$ cat config.mk
export PLATFORM = sky130hd
export DESIGN_NAME = led_pattern_gen
export DESIGN_NICKNAME = d
export VERILOG_FILES = /design/src/rtl/led_pattern_gen.sv
export SDC_FILE = /design/constraint.sdc
export NUM_CORES = 1
export LEC_CHECK = 0
export CORE_ASPECT_RATIO = 0.9
export CORE_UTILIZATION = 30
export DETAILED_ROUTE_END_ITERATION = 7
export SYNTH_ARGS = -nofsm -noshare
export SYNTH_HDL_FRONTEND = slang
export SYNTH_SLANG_ARGS = --single-unit
$ cat constraint.sdc
create_clock -name clk -period 4.8 [get_ports clk]
set_input_delay 0.96 -clock clk [delete_from_list [all_inputs] [get_ports clk]]
set_output_delay 0.96 -clock clk [all_outputs]
set_load 0.02 [all_outputs]
$ cat src/rtl/led_pattern_gen.sv
// -----------------------------------------------------------------------------
// led_pattern_gen
//   Multi-channel LED pattern generator. A shared prescaler produces a tick
//   every CLK_HZ/TICK_HZ clocks. Each channel runs one of four modes: OFF, ON,
//   BLINK (square wave of a programmable period in ticks) or BREATHE (a
//   triangular PWM brightness ramp). Channels are reconfigured at run time
//   through a valid/ready config port.
//
// Ports
//   clk         in   board clock
//   reset_n     in   synchronous active-low reset
//   cfg_valid   in   config request
//   cfg_ready   out  config can be accepted (high from the first cycle after reset)
//   cfg_ch      in   target channel index ($clog2(N_CH)+1 bits)
//   cfg_mode    in   0=OFF 1=ON 2=BLINK 3=BREATHE
//   cfg_period  in   BLINK: full period in ticks; BREATHE: ticks per brightness step
//   cfg_err     out  one-cycle pulse after accepting an out-of-range cfg_ch
//   tick        out  one-cycle prescaler pulse
//   led         out  registered LED drive, polarity set by LED_ACTIVE_LOW
// -----------------------------------------------------------------------------
module led_pattern_gen #(
    parameter int CLK_HZ         = 50_000_000,
    parameter int TICK_HZ        = 1000,
    parameter int N_CH           = 4,
    parameter int PERIOD_W       = 16,
    parameter int PWM_BITS       = 8,
    parameter int DEF_PERIOD     = 1000,
    parameter bit LED_ACTIVE_LOW = 1'b1
) (
    input  logic                    clk,
    input  logic                    reset_n,
    input  logic                    cfg_valid,
    output logic                    cfg_ready,
    input  logic [$clog2(N_CH):0]   cfg_ch,
    input  logic [1:0]              cfg_mode,
    input  logic [PERIOD_W-1:0]     cfg_period,
    output logic                    cfg_err,
    output logic                    tick,
    output logic [N_CH-1:0]         led
);

    localparam int CH_W  = $clog2(N_CH) + 1;
    localparam int DIV   = CLK_HZ / TICK_HZ;
    localparam int PSC_W = (DIV > 1) ? $clog2(DIV) : 1;

    localparam logic [PSC_W-1:0]    PSC_MAX = PSC_W'(DIV - 1);
    localparam logic [CH_W-1:0]     N_CH_V  = CH_W'(N_CH);
    localparam logic [PWM_BITS-1:0] BR_MAX  = '1;
    localparam logic [PERIOD_W-1:0] DEF_P   = PERIOD_W'(DEF_PERIOD);
    localparam logic [N_CH-1:0]     DARK    = LED_ACTIVE_LOW ? '1 : '0;

    typedef enum logic [1:0] {
        M_OFF     = 2'd0,
        M_ON      = 2'd1,
        M_BLINK   = 2'd2,
        M_BREATHE = 2'd3
    } mode_t;

    // A zero period would make the wrap compare underflow, so it is stored as 1.
    function automatic logic [PERIOD_W-1:0] clamp_period(input logic [PERIOD_W-1:0] p);
        return (p == '0) ? PERIOD_W'(1) : p;
    endfunction

    // Lit for the first ceil(P/2) ticks of the period; widened so P+1 cannot wrap.
    function automatic logic blink_lit(input logic [PERIOD_W-1:0] c,
                                       input logic [PERIOD_W-1:0] p);
        logic [PERIOD_W:0] half;
        half = ({1'b0, p} + (PERIOD_W+1)'(1)) >> 1;
        return ({1'b0, c} < half);
    endfunction

    // One brightness step, returned as {dir, br}. At either endpoint the step
    // only flips the direction, so each endpoint is held for one extra step.
    function automatic logic [PWM_BITS:0] breathe_step(input logic              d,
                                                       input logic [PWM_BITS-1:0] b);
        if (!d) begin
            return (b == BR_MAX) ? {1'b1, b} : {1'b0, b + PWM_BITS'(1)};
        end
        return (b == '0) ? {1'b0, b} : {1'b1, b - PWM_BITS'(1)};
    endfunction

    logic [PSC_W-1:0]    psc;
    logic [PWM_BITS-1:0] pc;
    logic                accept;
    logic                ch_ok;
    logic [N_CH-1:0]     lit;

    mode_t               mode [N_CH];
    logic [PERIOD_W-1:0] per  [N_CH];
    logic [PERIOD_W-1:0] cnt  [N_CH];
    logic [PWM_BITS-1:0] br   [N_CH];
    logic                dir  [N_CH];

    assign accept = cfg_valid & cfg_ready;
    assign ch_ok  = (cfg_ch < N_CH_V);

    // Prescaler, shared PWM counter and config handshake.
    always_ff @(posedge clk) begin
        if (!reset_n) begin
            psc       <= '0;
            tick      <= 1'b0;
            pc        <= '0;
            cfg_ready <= 1'b0;
            cfg_err   <= 1'b0;
        end else begin
            tick      <= (psc == PSC_MAX);
            psc       <= (psc == PSC_MAX) ? '0 : psc + PSC_W'(1);
            pc        <= pc + PWM_BITS'(1);
            cfg_ready <= 1'b1;
            cfg_err   <= accept & ~ch_ok;
        end
    end

    // Per-channel state. A config write to a channel takes priority over a
    // coincident tick, which is then lost for that channel.
    always_ff @(posedge clk) begin
        for (int i = 0; i < N_CH; i++) begin
            if (!reset_n) begin
                mode[i] <= (i == 0) ? M_BLINK : M_OFF;
                per[i]  <= (i == 0) ? clamp_period(DEF_P) : PERIOD_W'(1);
                cnt[i]  <= '0;
                br[i]   <= '0;
                dir[i]  <= 1'b0;
            end else if (accept && ch_ok && (cfg_ch == CH_W'(i))) begin
                mode[i] <= mode_t'(cfg_mode);
                per[i]  <= clamp_period(cfg_period);
                cnt[i]  <= '0;
                br[i]   <= '0;
                dir[i]  <= 1'b0;
            end else if (tick) begin
                case (mode[i])
                    M_BLINK: begin
                        cnt[i] <= (cnt[i] == per[i] - PERIOD_W'(1)) ? '0 : cnt[i] + PERIOD_W'(1);
                    end
                    M_BREATHE: begin
                        if (cnt[i] == per[i] - PERIOD_W'(1)) begin
                            cnt[i]          <= '0;
                            {dir[i], br[i]} <= breathe_step(dir[i], br[i]);
                        end else begin
                            cnt[i] <= cnt[i] + PERIOD_W'(1);
                        end
                    end
                    default: ;
                endcase
            end
        end
    end

    always_comb begin
        lit = '0;
        for (int i = 0; i < N_CH; i++) begin
            case (mode[i])
                M_ON:      lit[i] = 1'b1;
                M_BLINK:   lit[i] = blink_lit(cnt[i], per[i]);
                M_BREATHE: lit[i] = (pc < br[i]);
                default:   lit[i] = 1'b0;
            endcase
        end
    end

    // Output register: keeps cfg_* off any combinational path to the pins.
    always_ff @(posedge clk) begin
        if (!reset_n) begin
            led <= DARK;
        end else begin
            led <= LED_ACTIVE_LOW ? ~lit : lit;
        end
    end

endmodule

After elaboration in Yosys (flattened, before gate mapping)
Memory sizes are Yosys's and may differ from the RTL's.
Cells that the tools add are included.

storage, ports and cells
  memories kept = 3
  input bits = 24
  output and inout port bits = 7
  bits in registers = 67
  word-level logic and storage cells = 288
  bits in writable memories = 136
  bits in latches = 0
  ROM bits = 0

memory list
  name  depth  bits a word  read ports  clocked after memory_dff  wr ports  line  RTL
  cnt   4      16           4           0                         4         90    logic [PERIOD_W-1:0] cnt [N_CH];
  per   4      16           4           0                         4         89    logic [PERIOD_W-1:0] per [N_CH];
  mode  4      2            4           0                         4         88    mode_t mode [N_CH];

cells by class
  shifts and indexed selects = 0
  divide/modulo/power cells = 0
  reductions and logical operators = 24
  add/sub/neg operators = 22
  equality and inequality tests = 32
  bitwise logic cells = 29
  order comparisons = 9
  $mul = 0
  multiplexer cells = 155

operators with widths
  cell                                                                    number
  16-bit 2-to-1 mux                                                       25
  9-bit 2-to-1 mux                                                        16
  1-bit 2-to-1 mux                                                        106
  16-bit by 1-bit adder with 16-bit output (second input constant)        5
  16-bit by 1-bit adder with 17-bit output (second input constant)        4
  16-bit equality test                                                    4
  16-bit less-than comparator                                             4
  16-bit by 1-bit subtractor with 16-bit output (second input constant)   4
  8-bit by 1-bit adder with 8-bit output (second input constant)          5
  8-bit equality test (second input constant)                             4
  8-bit logical NOT                                                       4
  8-bit less-than comparator                                              4
  8-bit by 1-bit subtractor with 8-bit output (second input constant)     4
  1-bit OR                                                                24
  5-bit AND reduction                                                     4
  16-bit equality test (second input constant)                            1
  2-bit equality test (second input constant)                             8
  16-bit logical NOT                                                      1
  3-bit != test (second input constant)                                   4
  1-bit case mux with 3 select lines                                      4
  3-bit AND reduction                                                     4
  2-bit OR reduction                                                      5
  2-bit by 1-bit equality test with 1-bit output (second input constant)  4
  2-bit 2-to-1 mux                                                        4
  other kinds (9)                                                         19

Longest topological paths before layout
  depth after elaboration = 10
  depth in mapped cells = 14
  mapped depth without buffers = 14

Least setup slack after synthesis
OpenSTA, ideal clock, no wires.

  kind = register -> register
  from = memory per[3][0]
  to = memory cnt[3][10], data pin
  stages on the path, launching flop included = 11
  data required time = 4534 ps
  buffers on the path = 2
  path slack = 1665 ps
  library setup time = 266 ps
  period minus slack after synthesis = 3135 ps
  data arrival time = 2869 ps
  cell sequence = edfxtp_1 -> buf_6 -> inv_1 -> ha_1 -> or4b_4 -> o41ai_1 -> or4b_4 -> nor4_4 -> a311o_1 -> clkbuf_1 -> nor2_1

RTL lines
  item         line
  from (decl)  89
  to (decl)    90

==> qor.yml <==
syn_to_final_growth_pct: 12.22
tightest_slew_ns: 1.280
power_mw: 4.581
ys_warn_count: 0
wl_per_cell_um: 16.32
core-area_mm2: 0.04904
avgSynthCellArea_um2: 8.917
arrival_ns: 3.93
clk_path_buf_depth: 3
maxSlewViolCount: 0
drive_gt1_share_pct: 4.824
required_ns: 5.04
die_w_um: 236.9
synth_cells: 1670
synth_area_mm2: 0.01489
synth-seq-cells: 203
max_freq_ghz: 0.2714
drcViolationCount: 0
drt-initial-drc-count: 899
finalHoldViolCount: 0
final_common_cell: "nor2_1"
drt_pass1_iterations: 7
synthFlopType: "edfxtp_1"
h-tree-depth: 1
postLayoutCoreUtil_pct: 34.08
clk_latency_ns: 0.55
async_reset_ff_share_pct: 0
postLayoutCellArea_mm2: 0.01671
cap_violations: 0
place_congestion: 0.8614
finalSetupViolations: 0
slew_headroom_pct: 14.11
synth_fp_nets: 1804
die_area_mm2: 0.05054
nets: 1794
clkTransAtPathRegs_ns: 0.06
placed_area_mm2: 0.01575
dpl.hpwl_mm: 27.71
p_leak_nw: 5.972
ant_nets: 0
yosys.cell_types.count: 82
rsz0062_at_grt: "false"
seq_area_frac_synth_pct: 36.43
slowest_stage: "o21ai_1"
hp-class: "reg2reg"
cts_setup_buffers: 0
first_global_vias: 11440
grt_pass1_wl_mm: 61.53
status: "finished, final reports clean"
antenna_found_initial: 3
ioPinCount: 31
crit_buf_inv: 1
via_per_inst: 5.264
cp-end-kind: "flip-flop"
path_class: "reg2reg"
synth-edff-count: 136
fin_crit_ns: 3.684
cts_tree: "built"
final_cell_mix: "180 x nor2_1, 136 x edfxtp_1, 116 x nand3_1"
fp-row-count: 77
cts_buffers: 25
grt_use_total_pct: 15.04
start_util_pct: 30.37
period_share_pct: 76.75
path_cells: "inv_1 > ha_1 > nor2b_1 > and4_1 > nand3_1 > a221o_1 > a22o_1 > o21ai_1 > nor2_1"
dieHeight_um: 213.4
grt_overflow_total: 0
path_delay_family: "compound AO/OA/AOI/OAI gates"
ir_drop_uv: 239.1
cts.repair.resized: 0
vias: 12190
io_buffers: 30
fin_skew_ns: 0.01073
holdBufCountCts: 0
setup-tns-final_ns: 0
cts_sinks: 203
grt_max_degree: 28
drt_wl_total_mm: 37.79
cpPeakStageDelay_ns: 1.01
crit_path_max_fanout: 16
start_kind: "flip-flop"
cts-root-buf: "clkbuf_16"
p_per_area_mw_per_mm2: 274.1
[final timing paths]
path                           startpoint                  end  slack, ns  cells past startpoint
setup reg to reg  per[1][0]$_SDFFCE_PN1P_  cnt[1][7]$_DFFE_PP_       1.12                      9
setup / recovery  per[1][0]$_SDFFCE_PN1P_  cnt[1][7]$_DFFE_PP_       1.12                      9
hold / removal          psc[0]$_SDFF_PP0_    psc[0]$_SDFF_PP0_       0.44                      1
hold reg to reg         psc[0]$_SDFF_PP0_    psc[0]$_SDFF_PP0_       0.44                      1
[power breakdown]
part           internal [mW]  switching, mW
Clock                   1.39          0.785
Combinational          0.175          0.219
Sequential              1.92         0.0974
[final cells by class]
cell class	count	area (um^2)
Antenna cell	4	10.01
Clock buffer	34	730.7
Clock inverter	12	221.5
Fill cell	4961	32330
Inverter	63	236.5
Multi-Input combinational cell	1329	8936
Sequential cell	203	5425
Tap cell	632	790.8
Timing Repair Buffer	38	360.3
[flip-flops by register name, indices dropped and copies added, names as in the netlist]
name	cells
led	4
mode	8
psc	16
tick	1
cfg_ready	1
cnt	64
per	64
pc	8
br	32
cfg_err	1
dir	4
[Yosys cell counts (14+ instances only)]
library cell	instances	area, um^2
nor4_1	21	131.4
dfxtp_1	67	1341
nor2b_1	17	106.4
clkbuf_1	64	240.2
inv_1	62	232.7
or3_1	16	100.1
nand3_1	116	580.6
a21oi_1	63	315.3
and2_1	69	431.7
a31oi_1	21	131.4
xnor2_1	106	928.4
nand2b_1	28	175.2
nand4_1	20	125.1
xor2_1	105	919.6
nor3_1	47	235.2
ha_1	110	1376
o21ai_0	52	260.3
a21o_1	22	165.2
edfxtp_1	136	4084
and3_1	59	369.1
nor2_1	180	675.7
nand2_1	109	409.1
o31ai_1	14	105.1
[through the flow]
stage               hold slack, ns  std cells  setup WS, ns
finish                      0.4439       2315         1.116
global route                0.4763       2311        0.7805
CTS                         0.4482       2311         1.087
detailed placement          0.4400       2265         1.083
global placement            0.4328       2265         1.146
floorplan                   0.4132       1670         1.665
[per-layer routing]
metal | part of all wire (%) | vias up | global-route usage, %
met1 | 48 | 5806 | 21.65
li1 | - | 5994 | -
met5 | 0.058 | - | 0
met4 | 1.9 | 4 | 3.493
met3 | 6.7 | 50 | 2.781
met2 | 43 | 332 | 23.25
[worst reg2reg max path, delay by kind of cell (launching register included)]
kind | cells | cell delay, ns
AO/OA/AOI/OAI | 3 | 1.61
adder cells (fa/ha/maj) | 1 | 0.23
buffers and inverters | 1 | 0.10
flip-flops | 1 | 0.48
AND/OR/NAND/NOR | 4 | 0.97
[kinds of logic after synthesis]
group	after synthesis	synth area share, %
multiplexers	6	0.5713
AO/OA/AOI/OAI	256	11.30
adder cells (fa/ha/maj)	110	9.242
AND/OR/NAND/NOR	746	26.39
XOR/XNOR	211	12.41
buffers and inverters	138	3.655
flip-flops	203	36.43
(Power assumes the default switching activity.)
